File: config.mk
export PLATFORM = sky130hd
export DESIGN_NAME = operand_fetch_flat
export DESIGN_NICKNAME = d
export VERILOG_FILES = /design/src/rtl/operand_fetch_pkg.sv /design/src/rtl/operand_fetch_if.sv /design/src/rtl/operand_fetch.sv /design/src/flat_wrapper.sv
export SDC_FILE = /design/constraint.sdc
export NUM_CORES = 1
export LEC_CHECK = 0
export ABC_AREA = 1
export ABC_CLOCK_PERIOD_IN_PS = 2029
export CORE_MARGIN = 2
export CORE_UTILIZATION = 35
export DETAILED_ROUTE_END_ITERATION = 7
export MAX_ROUTING_LAYER = met4
export PLACE_DENSITY = 0.66
export REMOVE_ABC_BUFFERS = 1
export SKIP_CTS_REPAIR_TIMING = 1
export SLEW_MARGIN = 5
export SYNTH_ARGS = -nofsm -noshare
export SYNTH_HDL_FRONTEND = slang
export SYNTH_SLANG_ARGS = --single-unit
File: constraint.sdc
create_clock -name clk -period 2.03 [get_ports clk]
set_input_delay 0.3045 -clock clk [delete_from_list [all_inputs] [get_ports clk]]
set_output_delay 0.3045 -clock clk [all_outputs]
set_load 0.01 [all_outputs]
File: src/rtl/operand_fetch_pkg.sv
// Shared decode for the register-read stage and the writeback stage.
// Both stages must agree on which opcodes write a destination register,
// so writes() lives here and nowhere else.
package operand_fetch_pkg;

    localparam int unsigned NUM_REGS = 16;
    localparam int unsigned DATA_W   = 8;
    localparam int unsigned ADDR_W   = 4;
    localparam int unsigned OP_W     = 4;
    localparam int unsigned REGS_W   = NUM_REGS * DATA_W;

    localparam logic [OP_W-1:0] OP_LOD  = 4'b0001;
    localparam logic [OP_W-1:0] OP_STO  = 4'b0010;
    localparam logic [OP_W-1:0] OP_ADD  = 4'b0011;
    localparam logic [OP_W-1:0] OP_ADDI = 4'b0100;
    localparam logic [OP_W-1:0] OP_LODI = 4'b0101;
    localparam logic [OP_W-1:0] OP_NAND = 4'b0110;

    // Opcode produces a value for its rd register.
    function automatic logic writes(input logic [OP_W-1:0] op);
        case (op)
            OP_LOD, OP_ADD, OP_ADDI, OP_LODI, OP_NAND: writes = 1'b1;
            default:                                   writes = 1'b0;
        endcase
    endfunction

    // Operand A is read from rd.
    function automatic logic uses_a(input logic [OP_W-1:0] op);
        case (op)
            OP_ADD, OP_ADDI, OP_NAND, OP_STO: uses_a = 1'b1;
            default:                          uses_a = 1'b0;
        endcase
    endfunction

    // Operand B is read from rs.
    function automatic logic uses_b(input logic [OP_W-1:0] op);
        case (op)
            OP_ADD, OP_NAND, OP_LOD, OP_STO: uses_b = 1'b1;
            default:                         uses_b = 1'b0;
        endcase
    endfunction

    // Operand B comes from the immediate field instead of the register file.
    function automatic logic uses_imm(input logic [OP_W-1:0] op);
        case (op)
            OP_ADDI, OP_LODI: uses_imm = 1'b1;
            default:          uses_imm = 1'b0;
        endcase
    endfunction

    // Pick register idx out of the packed register view.
    function automatic logic [DATA_W-1:0] reg_at(input logic [REGS_W-1:0] regs,
                                                 input logic [ADDR_W-1:0] idx);
        reg_at = regs[DATA_W*idx +: DATA_W];
    endfunction

endpackage

File: src/rtl/operand_fetch_if.sv
// Issue, register-view, writeback and execute-side signals of the read stage.
// master = the surrounding pipeline, slave = operand_fetch.
interface operand_fetch_if;
    import operand_fetch_pkg::*;

    // issue side
    logic              en;
    logic [OP_W-1:0]   op;
    logic [ADDR_W-1:0] rd_addr;
    logic [ADDR_W-1:0] rs_addr;
    logic [DATA_W-1:0] imm;

    // register file view and writeback stage
    logic [REGS_W-1:0] regs;
    logic              wb_en;
    logic [OP_W-1:0]   wb_op;
    logic [ADDR_W-1:0] wb_reg_addr;
    logic [DATA_W-1:0] wb_val;

    // execute side
    logic [OP_W-1:0]   op_out;
    logic [ADDR_W-1:0] dst_out;
    logic [DATA_W-1:0] a_val;
    logic [DATA_W-1:0] b_val;
    logic              ready;
    logic              stalled;

    modport master (
        output en, op, rd_addr, rs_addr, imm,
        output regs, wb_en, wb_op, wb_reg_addr, wb_val,
        input  op_out, dst_out, a_val, b_val, ready, stalled
    );

    modport slave (
        input  en, op, rd_addr, rs_addr, imm,
        input  regs, wb_en, wb_op, wb_reg_addr, wb_val,
        output op_out, dst_out, a_val, b_val, ready, stalled
    );

endinterface

File: src/rtl/operand_fetch.sv
// Register-read stage: latches an issued instruction, waits out read-after-write
// hazards against a pending-write scoreboard, bypasses a same-cycle writeback
// and presents op/dst/operands to execute with a one-cycle ready pulse.
module operand_fetch
    import operand_fetch_pkg::*;
(
    input logic            clk,
    input logic            rst,
    operand_fetch_if.slave bus
);

    localparam logic [0:0] StIdle  = 1'b0;
    localparam logic [0:0] StFetch = 1'b1;

    logic [0:0]          state_q, state_d;

    // latched instruction
    logic [OP_W-1:0]     op_q;
    logic [ADDR_W-1:0]   rd_q;
    logic [ADDR_W-1:0]   rs_q;
    logic [DATA_W-1:0]   imm_q;

    // one bit per register with a write still in flight
    logic [NUM_REGS-1:0] pend_q, pend_d;

    // execute-facing outputs
    logic [OP_W-1:0]     op_out_q;
    logic [ADDR_W-1:0]   dst_out_q;
    logic [DATA_W-1:0]   a_val_q;
    logic [DATA_W-1:0]   b_val_q;
    logic                ready_q;
    logic                stalled_q;

    logic                issue;
    logic                wb_writes;
    logic                wb_hit_a;
    logic                wb_hit_b;
    logic                hazard;
    logic                fetch_done;
    logic [DATA_W-1:0]   a_next;
    logic [DATA_W-1:0]   b_next;

    // Writeback visibility and hazard detection for the latched instruction.
    always_comb begin
        issue      = (state_q == StIdle) && bus.en;
        wb_writes  = bus.wb_en && writes(bus.wb_op);
        wb_hit_a   = wb_writes && (bus.wb_reg_addr == rd_q);
        wb_hit_b   = wb_writes && (bus.wb_reg_addr == rs_q);
        // A pending source being written back this very cycle is not a hazard:
        // the bypass below supplies the value.
        hazard     = (uses_a(op_q) && pend_q[rd_q] && !wb_hit_a) ||
                     (uses_b(op_q) && pend_q[rs_q] && !wb_hit_b);
        fetch_done = (state_q == StFetch) && !hazard;
    end

    // Operand selection with same-cycle writeback bypass; unused operands are 0.
    always_comb begin
        a_next = '0;
        b_next = '0;
        if (uses_a(op_q)) begin
            a_next = wb_hit_a ? bus.wb_val : reg_at(bus.regs, rd_q);
        end
        if (uses_imm(op_q)) begin
            b_next = imm_q;
        end else if (uses_b(op_q)) begin
            b_next = wb_hit_b ? bus.wb_val : reg_at(bus.regs, rs_q);
        end
    end

    // Next-state logic.
    always_comb begin
        state_d = state_q;
        case (state_q)
            StIdle:  if (bus.en) state_d = StFetch;
            StFetch: if (!hazard) state_d = StIdle;
            default: state_d = StIdle;
        endcase
    end

    // Scoreboard update; the set is applied last so it wins over a clear of the same bit.
    always_comb begin
        pend_d = pend_q;
        if (wb_writes) begin
            pend_d[bus.wb_reg_addr] = 1'b0;
        end
        if (fetch_done && writes(op_q)) begin
            pend_d[rd_q] = 1'b1;
        end
    end

    // FSM state and scoreboard registers.
    always_ff @(posedge clk) begin
        if (rst) begin
            state_q <= StIdle;
            pend_q  <= '0;
        end else begin
            state_q <= state_d;
            pend_q  <= pend_d;
        end
    end

    // Instruction latch, loaded only when an issue is accepted in IDLE.
    always_ff @(posedge clk) begin
        if (rst) begin
            op_q  <= '0;
            rd_q  <= '0;
            rs_q  <= '0;
            imm_q <= '0;
        end else if (issue) begin
            op_q  <= bus.op;
            rd_q  <= bus.rd_addr;
            rs_q  <= bus.rs_addr;
            imm_q <= bus.imm;
        end
    end

    // Execute-facing outputs: data held between fetches, ready is a single pulse.
    always_ff @(posedge clk) begin
        if (rst) begin
            op_out_q  <= '0;
            dst_out_q <= '0;
            a_val_q   <= '0;
            b_val_q   <= '0;
            ready_q   <= 1'b0;
            stalled_q <= 1'b0;
        end else begin
            ready_q   <= fetch_done;
            stalled_q <= (state_q == StFetch) && hazard;
            if (fetch_done) begin
                op_out_q  <= op_q;
                dst_out_q <= rd_q;
                a_val_q   <= a_next;
                b_val_q   <= b_next;
            end
        end
    end

    assign bus.op_out  = op_out_q;
    assign bus.dst_out = dst_out_q;
    assign bus.a_val   = a_val_q;
    assign bus.b_val   = b_val_q;
    assign bus.ready   = ready_q;
    assign bus.stalled = stalled_q;

endmodule

File: src/flat_wrapper.sv
// flat-port wrapper written by rule: the top's interface ports become plain ports
module operand_fetch_flat import operand_fetch_pkg::*;
  (clk, rst, bus_en, bus_op, bus_rd_addr, bus_rs_addr, bus_imm, bus_regs, bus_wb_en, bus_wb_op, bus_wb_reg_addr, bus_wb_val, bus_op_out, bus_dst_out, bus_a_val, bus_b_val, bus_ready, bus_stalled);
  operand_fetch_if bus_i ();
  input logic clk;
  input logic rst;
  input wire logic [$bits(bus_i.en)-1:0] bus_en;
  input wire logic [$bits(bus_i.op)-1:0] bus_op;
  input wire logic [$bits(bus_i.rd_addr)-1:0] bus_rd_addr;
  input wire logic [$bits(bus_i.rs_addr)-1:0] bus_rs_addr;
  input wire logic [$bits(bus_i.imm)-1:0] bus_imm;
  input wire logic [$bits(bus_i.regs)-1:0] bus_regs;
  input wire logic [$bits(bus_i.wb_en)-1:0] bus_wb_en;
  input wire logic [$bits(bus_i.wb_op)-1:0] bus_wb_op;
  input wire logic [$bits(bus_i.wb_reg_addr)-1:0] bus_wb_reg_addr;
  input wire logic [$bits(bus_i.wb_val)-1:0] bus_wb_val;
  output wire logic [$bits(bus_i.op_out)-1:0] bus_op_out;
  output wire logic [$bits(bus_i.dst_out)-1:0] bus_dst_out;
  output wire logic [$bits(bus_i.a_val)-1:0] bus_a_val;
  output wire logic [$bits(bus_i.b_val)-1:0] bus_b_val;
  output wire logic [$bits(bus_i.ready)-1:0] bus_ready;
  output wire logic [$bits(bus_i.stalled)-1:0] bus_stalled;
  assign bus_i.en = bus_en;
  assign bus_i.op = bus_op;
  assign bus_i.rd_addr = bus_rd_addr;
  assign bus_i.rs_addr = bus_rs_addr;
  assign bus_i.imm = bus_imm;
  assign bus_i.regs = bus_regs;
  assign bus_i.wb_en = bus_wb_en;
  assign bus_i.wb_op = bus_wb_op;
  assign bus_i.wb_reg_addr = bus_wb_reg_addr;
  assign bus_i.wb_val = bus_wb_val;
  assign bus_op_out = bus_i.op_out;
  assign bus_dst_out = bus_i.dst_out;
  assign bus_a_val = bus_i.a_val;
  assign bus_b_val = bus_i.b_val;
  assign bus_ready = bus_i.ready;
  assign bus_stalled = bus_i.stalled;
  operand_fetch u_core (.clk(clk), .rst(rst), .bus(bus_i));
endmodule
Word-level counts from Yosys, hierarchy flattened
Cells that the tools add are included.

Order comparisons: 5. Equal/unequal tests: 13. Shift operators: 2. Muxes and demuxes: 24. Bitwise logic cells: 4. Reductions and logical operators: 22.

Operator list (count): $shiftx A128 B8 Y8 (2); $mux W8 (5); $mux W16 (2); $eq A4 B3 Y1 const B (6); $and A16 B16 Y16 (1); $not A16 Y16 (1); $or A16 B16 Y16 (1); $lt A4 B5 Y1 const B (3); $logic_and A1 B1 Y1 (13); $eq A4 B2 Y1 const B (3); $mux W1 (12); $reduce_or A5 Y1 (2); $bmux W1 S4 (2); $demux W1 S4 (2); $eq A4 B1 Y1 const B (2); $eq A4 B4 Y1 (2); $ge A4 B1 Y1 const B (2); $reduce_or A4 Y1 (2); $logic_not A1 Y1 (3); $pmux W1 S2 (1); $reduce_or A2 Y1 (1); $logic_or A1 B1 Y1 (1); $not A1 Y1 (1).

Register bits: 63. Bits of input ports: 168. Output and inout bits: 26. Word-level logic and storage cells: 82.

Longest topological paths before layout
Gate-level depths: netlist of run 1.

Depth after elaboration: 12. Mapped depth: 14. Depth with buffers taken out: 12.

Worst setup path before layout of run 1
OpenSTA, ideal clock, no wires.

Kind: input port to flip-flop. Start: input bus_wb_reg_addr[0]. End: register u_core.b_val_q[0] (netlist: u_core.bus.b_val[0]). Library setup time: 0.117 ns. Data arrival time: 1.482 ns. Data required time: 1.913 ns. Setup slack: 0.431 ns. Cell stages on the path: 10. Buffers on the path: 2. Cells stage by stage: buf_2 inv_1 nand2_1 a21oi_1 nand2_1 clkbuf_1 o21ai_0 a21oi_1 nor3b_1 nor2_1.

Cells in the longest elaborated chain, start to end: 7. Elaborated cells on any way between the ends: 14. Those cells by class: 2 x eq/ne; 3 x mux; 9 x reduce/logical.

RTL lines: start, declared (line flat_wrapper.sv:15) `input wire logic [$bits(bus_i.wb_reg_addr)-1:0] bus_wb_reg_addr;`; $eq A4 B4 Y1 (on tied branches) (line operand_fetch.sv:47, operand_fetch.sv:48); $logic_and A1 B1 Y1 (on tied branches) (line operand_fetch.sv:47, operand_fetch.sv:48); $logic_not A1 Y1 (on tied branches) (line operand_fetch.sv:51, operand_fetch.sv:52); $logic_and A1 B1 Y1 (on tied branches) (line operand_fetch.sv:51, operand_fetch.sv:52); $logic_or A1 B1 Y1 (line operand_fetch.sv:51) `hazard = (uses_a(op_q) && pend_q[rd_q] && !wb_hit_a) ||`; $logic_not A1 Y1 (line operand_fetch.sv:53) `fetch_done = (state_q == StFetch) && !hazard;`; $logic_and A1 B1 Y1 (line operand_fetch.sv:53); end signal, assigned (line operand_fetch.sv:133) `b_val_q <= b_next;`; end, declared (line operand_fetch.sv:30) `logic [DATA_W-1:0] b_val_q;`.

Parallel ways exist; a longest one is shown, timed or not. A chain may end at the register's enable or synchronous reset.

Final worst setup path of run 1
Start: register u_core.rs_q[2]. End: register u_core.pend_q[7].

Cells in the longest elaborated chain, start to end: 9. Elaborated cells on any way between the ends: 12. Those cells by class: 1 x eq/ne; 3 x mux; 8 x reduce/logical.

RTL lines: start, declared (line operand_fetch.sv:20) `logic [ADDR_W-1:0] rs_q;`; start signal, assigned (line operand_fetch.sv:112) `rs_q <= bus.rs_addr;`; $bmux W1 S4 / $eq A4 B4 Y1 (equally long branches) (line operand_fetch.sv:52, operand_fetch.sv:48); $mux W1 (not written as such) / $logic_and A1 B1 Y1 (equally long branches) (line operand_fetch.sv:52, operand_fetch.sv:48); $logic_and A1 B1 Y1 / $logic_not A1 Y1 (equally long branches) (line operand_fetch.sv:52) `(uses_b(op_q) && pend_q[rs_q] && !wb_hit_b);`; $logic_and A1 B1 Y1 * (line operand_fetch.sv:52); $logic_or A1 B1 Y1 * (line operand_fetch.sv:51); $logic_not A1 Y1 * (line operand_fetch.sv:53); $logic_and A1 B1 Y1 * (line operand_fetch.sv:53); $logic_and A1 B1 Y1 * (line operand_fetch.sv:86) `if (fetch_done && writes(op_q)) begin`; $mux W16 * (line operand_fetch.sv:86); end signal, assigned (line operand_fetch.sv:98) `pend_q <= pend_d;`; end, declared (line operand_fetch.sv:24) `logic [NUM_REGS-1:0] pend_q, pend_d;`.

Every way passes the cells marked *; elsewhere a longest branch is shown, timed or not. The select of a mux whose other input is x is not followed.

==> results of run 1 <==
cell families (layout without fill, tap and decap cells):
family          after synthesis  count (layout)  share of synthesized area
simple gates                475             475                      0.400
compound gates              228             228                      0.248
buf+inv                     104             307                     0.0942
flops                        63              63                      0.249
xor+xnor                      5               5                    0.00866
final timing paths:
check / startpoint / endpoint / slack (ns) / cells after the start
setup reg to reg: u_core.rs_q[2] / u_core.pend_q[7] / 0.16 / 10
hold reg to reg: u_core.bus.dst_out[1] / u_core.bus.dst_out[1] / 0.46 / 2
setup / recovery: u_core.rs_q[2] / u_core.pend_q[7] / 0.16 / 10
hold / removal: u_core.bus.dst_out[1] / u_core.bus.dst_out[1] / 0.46 / 2
worst max-delay path, stage by stage, from the launching register on:
cell and delay, ns:
dfxtp_1 0.49, buf_4 0.24, nand3_1 0.11, nand3_1 0.08, nand2_1 0.12, nand2_1 0.13
nand2_2 0.09, nor2_4 0.13, buf_6 0.19, nand3_1 0.10, a21oi_1 0.14
cells in the mapped netlist:
| cell type | instances |
|---|---|
| inv_1 | 35 |
| a21oi_1 | 48 |
| buf_1 | 8 |
| nor2_1 | 62 |
| buf_4 | 3 |
| buf_2 | 30 |
| nor3b_1 | 1 |
| clkbuf_1 | 15 |
| a21boi_0 | 7 |
| dfxtp_1 | 63 |
| inv_2 | 4 |
| a31oi_1 | 1 |
| nand3_2 | 1 |
| nand4_1 | 8 |
| o21ai_2 | 1 |
| clkinv_1 | 4 |
| nand2_1 | 245 |
| nor2_4 | 2 |
| nor3_1 | 1 |
| xor2_1 | 3 |
| nand3_1 | 154 |
| xnor2_1 | 2 |
| o21ai_1 | 3 |
| o21ai_0 | 100 |
| o22ai_1 | 64 |
| nand2_2 | 1 |
| o31ai_1 | 4 |
| buf_6 | 5 |
power groups by stage:
stage               registers, µW  clock network [µW]  logic [µW]
finish                       1360                1500        1610
global route                 1370                1580        1740
CTS                          1350                1520        1570
detailed placement           1380                   0        1570
global placement             1380                   0        1560
floorplan                    1420                   0         633
through the flow:
stage	power [µW]	hold slack [ns]	setup TNS [ns]	instance area [µm²]	instances
after floorplan	2050	0.374	-64.13	4740	814
after global placement	2940	0.452	-1.38	7460	1241
after detailed placement	2940	0.454	-2.34	7460	1241
after CTS	4440	0.463	0	7750	1257
after global routing	4680	0.485	0	7790	1258
final	4470	0.461	0	7790	1258
sequential cells by signal, indices dropped and copies added (netlist names):
register and cells:
u_core.bus.a_val 8, u_core.bus.b_val 8, u_core.bus.dst_out 4, u_core.bus.op_out 4, u_core.bus.ready 1, u_core.bus.stalled 1, u_core.imm_q 8, u_core.op_q 4
u_core.pend_q 16, u_core.rd_q 4, u_core.rs_q 4, u_core.state_q 1
metal layers:
| layer | wire length [µm] | global-route usage |
|---|---|---|
| met1 | 9560 | 0.388 |
| met2 | 9590 | 0.408 |
| met3 | 2270 | 0.0486 |
| met4 | 916 | 0.129 |
| met5 | 0 | - |
cell usage in the layout, fill, tap and decap left out, types with 3 or more instances in the layout:
master / count
clkinv_1: 4
clkbuf_16: 10
o21ai_1: 3
o22ai_1: 64
clkinv_2: 3
nor2_1: 62
inv_1: 35
a21boi_0: 6
nand2_1: 245
clkdlybuf4s50_1: 193
buf_12: 12
dfxtp_1: 60
o21ai_0: 100
xor2_1: 3
a21oi_1: 48
nand3_1: 154
nand4_1: 8
buf_4: 40
o31ai_1: 4
cell type report:
cell class                      instances  area, µm²
Clock buffer                           10        229
Fill cell                            1410       6200
Inverter                               43        166
Sequential cell                        63       1270
Clock inverter                          6       61.3
Timing Repair Buffer                  248       2520
Multi-Input combinational cell        708       3320
Tap cell                              180        225
==> impl_metrics.py, run 1 <==
metrics = {
    "sta": {
        "finalSetupViolations": 0,
        "slew_headroom": 0.717,
        "setup_ws_ns": 0.157,
        "final.period_utilization": 0.923,
        "timing.fmax_mhz": 534,
        "slew_viols_final": 0,
        "worst_clk_skew_ns": 0.00467,
        "setup_repair_after_global_routing_missed_its_margin": "false",
        "tightest_slew_ns": 0.421,
        "final_hold_viol_count": 0,
        "finalCriticalPeriod_ns": 1.87,
    },
    "detailed_routing": {
        "dr_pass1_iterations": 5,
        "via_per_inst": 5.59,
        "wl_mm": 22.3,
        "route.antenna.remaining_nets": 0,
        "drt_first_iter_violations": 779,
        "routed-via-count": 7034,
        "post-route-drc-count": 0,
        "wl_per_cell_um": 17.7,
    },
    "global_routing": {
        "gr_overflow_total": 0,
        "grt_antenna_before_repair": 0,
        "grt_first_pass_wirelength_mm": 34.7,
        "grt_max_degree": 51,
        "grt_use_total": 0.284,
        "grt_pass1_vias": 6504,
    },
    "floorplan": {
        "floorplan_row_count": 43,
        "core-area_um2": 14000,
        "die_height_um": 124,
        "fp.dieArea_um2": 15400,
        "effective_utilization_at_floorplan": 0.362,
        "top_level_ports": 194,
        "dieWidth_um": 124,
    },
    "critical_path": {
        "timing_worst_setup_path_type": "reg -> reg",
        "cp-start-kind": "flop",
        "arrival_ns": 2.13,
        "crit_path_end_kind": "flop",
        "critical_path_required_ns": 2.29,
        "largest_driver_fanout_on_the_critical_path": 16,
    },
    "layout": {
        "antenna_diode_count": 0,
        "final_net_count": 1241,
        "drive_gt1_frac": 0.0761,
        "core_util_final": 0.557,
        "signed_area_change_from_the_synthesized_netlist_to_the_final_layout_pct": 54.0,
    },
    "min_path": {
        "worst_hold_path_type": "reg -> reg",
    },
    "logic_synthesis": {
        "synth_top_area_frac": 0.249,
        "synth_area_leaders": "dfxtp_1 (25%), nand2_1 (18%), nand3_1 (15%)",
        "syn_area_per_cell_um2": 5.78,
        "post_synth_instance_area_um2": 5060,
        "ys_seq_area_frac": 0.249,
        "yosysUniqueCellTypes": 28,
        "syn_inst_count": 875,
        "synth.ff_latch_count": 63,
        "synth.yosys.warnings": 0,
        "netlist.top_cell.by_area": "dfxtp_1",
    },
    "power_and_ir_drop": {
        "leakage_uw": 0.00313,
        "p_comb_frac": 0.361,
        "p_sw_uw": 1460,
        "seq_power_share": 0.304,
        "power.switching_fraction": 0.327,
        "power_per_cell_area_nw_per_um2": 574,
        "clock_power_share": 0.335,
        "p_int_uw": 3010,
        "irDropWorstVdd_uv": 555,
    },
    "place": {
        "finalWeightedCongestion": 0.933,
        "place.port_buffers": 193,
        "dp_hpwl_mm": 16.3,
        "post-place-ws_ns": -0.120,
    },
    "cts": {
        "cts_htree_levels": 3,
        "worst_setup_hold_path_clk_slew_ns": 0.05,
        "numCtsBuffers": 9,
        "cts.path.max_buffers": 2,
        "clock-root-buffer": "clkbuf_16",
        "insertion_delay_ns": 0.33,
        "cts.sinks": 63,
        "tritoncts_clock_tree": "yes",
    },
    "job": {
        "maxCapViolCount": 0,
    },
    "status": {
        "status": "finished, final reports clean",
    },
}
(Power assumes the default switching activity.)
==> run 2: changes to the inputs <==
--- a/config.mk
+++ b/config.mk
@@ -7,11 +7,11 @@
 export LEC_CHECK = 0
 export ABC_AREA = 1
 export ABC_CLOCK_PERIOD_IN_PS = 2029
-export CORE_MARGIN = 2
 export CORE_UTILIZATION = 35
 export DETAILED_ROUTE_END_ITERATION = 7
 export MAX_ROUTING_LAYER = met4
 export PLACE_DENSITY = 0.66
+export RECOVER_POWER = 50
 export REMOVE_ABC_BUFFERS = 1
 export SKIP_CTS_REPAIR_TIMING = 1
 export SLEW_MARGIN = 5
==> impl_metrics.py, run 2 (same netlist as run 1, synthesis figures left out) <==
metrics = {
    "detailed_routing": {
        "wl_per_cell_um": 17.3,
        "routed-via-count": 6915,
        "wl_mm": 21.8,
        "dr_pass1_iterations": 6,
        "route.antenna.remaining_nets": 0,
        "via_per_inst": 5.50,
        "post-route-drc-count": 0,
        "drt_first_iter_violations": 726,
    },
    "sta": {
        "tightest_slew_ns": 0.554,
        "timing.fmax_mhz": 519,
        "finalCriticalPeriod_ns": 1.93,
        "finalSetupViolations": 0,
        "final.period_utilization": 0.949,
        "worst_clk_skew_ns": 0.00597,
        "slew_viols_final": 0,
        "setup_tns_ns": 0,
        "final_hold_viol_count": 0,
        "setup_repair_after_global_routing_missed_its_margin": "true",
        "slew_headroom": 0.631,
    },
    "min_path": {
        "worst_hold_path_type": "reg -> reg",
    },
    "critical_path": {
        "crit_path_cell_trace": "inv_2, buf_4, nand3_1, nand3_1, nand3_1, a21boi_0, buf_4, o21ai_0, nor2_1, nor2_1",
        "cp_common_cell": "nand3_1",
        "arrival_ns": 2.16,
        "crit_buf_inv": 3,
        "worst_path_largest_cell_delay_ns": 0.37,
        "timing_worst_setup_path_type": "reg -> reg",
        "crit_path_top_delay_cell": "dfxtp_1",
        "cp-start-kind": "flop",
        "largest_driver_fanout_on_the_critical_path": 13,
        "critical_path_required_ns": 2.26,
        "cp_top_family": "buffers and inverters",
        "crit_path_end_kind": "flop",
    },
    "cts": {
        "worst_setup_hold_path_clk_slew_ns": 0.06,
        "insertion_delay_ns": 0.33,
        "numCtsBuffers": 9,
        "cts.path.max_buffers": 2,
        "cts.sinks": 63,
        "cts_htree_levels": 3,
        "clock-root-buffer": "clkbuf_16",
        "tritoncts_clock_tree": "yes",
    },
    "floorplan": {
        "fp.dieArea_um2": 14900,
        "core-area_um2": 14000,
        "dieWidth_um": 122,
        "floorplan_row_count": 43,
        "top_level_ports": 194,
        "effective_utilization_at_floorplan": 0.362,
        "die_height_um": 122,
    },
    "global_routing": {
        "grt_pass1_vias": 6484,
        "grt_use_total": 0.301,
        "grt_max_degree": 62,
        "gr_overflow_total": 0,
        "grt_first_pass_wirelength_mm": 33.9,
        "grt_antenna_before_repair": 0,
    },
    "power_and_ir_drop": {
        "clock_power_share": 0.367,
        "power.switching_fraction": 0.325,
        "seq_power_share": 0.291,
        "p_sw_uw": 1500,
        "overall_power_of_the_completed_layout_uw": 4640,
        "p_int_uw": 3130,
        "leakage_uw": 0.00319,
        "power_per_cell_area_nw_per_um2": 596,
        "p_comb_frac": 0.342,
        "irDropWorstVdd_uv": 379,
    },
    "layout": {
        "leading_cell_types_in_the_layout_fill_and_taps_excluded": "nand2_1 (245), clkdlybuf4s50_1 (171), nand3_1 (154)",
        "layout.cells.most_common": "nand2_1",
        "fillCellCount": 1419,
        "final_net_count": 1240,
        "antenna_diode_count": 0,
        "drive_gt1_frac": 0.0743,
        "largest_reg_flops": 16,
        "signed_area_change_from_the_synthesized_netlist_to_the_final_layout_pct": 53.6,
        "registers.top_by_ff_count": "u_core.pend_q",
    },
    "place": {
        "finalWeightedCongestion": 0.983,
        "dp_hpwl_mm": 16.0,
        "place.port_buffers": 193,
    },
    "status": {
        "status": "finished, final reports clean",
    },
    "job": {
        "maxCapViolCount": 0,
    },
}
run 2: changes by cell type in the layout (fill, tap and decap cells not counted), moves of 3 or more:
| cell | previous run | this run |
|---|---|---|
| clkdlybuf4s50_1 | 193 | 171 |
| clkinv_2 | 3 | 0 |
| dlygate4sd3_1 | 0 | 22 |
| inv_6 | 0 | 3 |
run 2: metal layers:
layer	GRT usage	vias up	part of all wire
met3	0.0674	48	0.11
met4	0.0938	0	0.025
met5	-	-	0
met2	0.470	392	0.45
li1	-	3412	-
met1	0.385	3063	0.41
run 2: area by class of cell:
cell class | instances | area, µm² | area share
clock buffer | 9 | 225 | 0.0290
clock inverter | 7 | 104 | 0.0134
inverter | 43 | 161 | 0.0208
multi-input combinational | 708 | 3320 | 0.427
sequential | 63 | 1260 | 0.162
tap | 180 | 225 | 0.0290
timing repair buffer | 247 | 2470 | 0.318
run 2: power by group through the flow:
stage | combinational, µW | clock (µW) | sequential (µW)
after floorplan | 633 | 0 | 1420
after global placement | 1570 | 0 | 1370
after detailed placement | 1570 | 0 | 1370
after CTS | 1570 | 1710 | 1350
after global routing | 1730 | 1780 | 1360
final | 1590 | 1700 | 1350
run 2: per-stage QoR:
step                 util  hold slack [ns]  area, µm²  worst slack [ns]  cells
global placement    0.533            0.451       7460           -0.0869   1241
floorplan               -            0.374       4740             -1.52    814
detailed placement  0.533            0.460       7460            -0.120   1241
global route        0.556            0.483       7770           -0.0118   1257
finish              0.556            0.466       7770             0.103   1257
CTS                 0.557            0.469       7790             0.105   1257
run 2: worst paths after layout:
| check | start | end | slack (ns) | cells after the start |
|---|---|---|---|---|
| min reg2reg | u_core.bus.dst_out[3] | u_core.bus.dst_out[3] | 0.47 | 2 |
| max | u_core.rs_q[1] | u_core.bus.b_val[1] | 0.10 | 10 |
| min | u_core.bus.dst_out[3] | u_core.bus.dst_out[3] | 0.47 | 2 |
| max reg2reg | u_core.rs_q[1] | u_core.bus.b_val[1] | 0.10 | 10 |
run 2: worst register-to-register path, cell delays in order (launching register included):
cell and delay (ns):
dfxtp_1 0.37, inv_2 0.19, buf_4 0.25, nand3_1 0.10, nand3_1 0.10, nand3_1 0.15
a21boi_0 0.29, buf_4 0.16, o21ai_0 0.06, nor2_1 0.09, nor2_1 0.05
==> run 3: changes to the inputs <==
--- a/config.mk
+++ b/config.mk
@@ -7,6 +7,7 @@
 export LEC_CHECK = 0
 export ABC_AREA = 1
 export ABC_CLOCK_PERIOD_IN_PS = 2029
+export CAP_MARGIN = 10
 export CORE_UTILIZATION = 35
 export DETAILED_ROUTE_END_ITERATION = 7
 export MAX_ROUTING_LAYER = met4
==> results of run 3 <==
Final layout, timing and power as in run 2 (identical DEF).
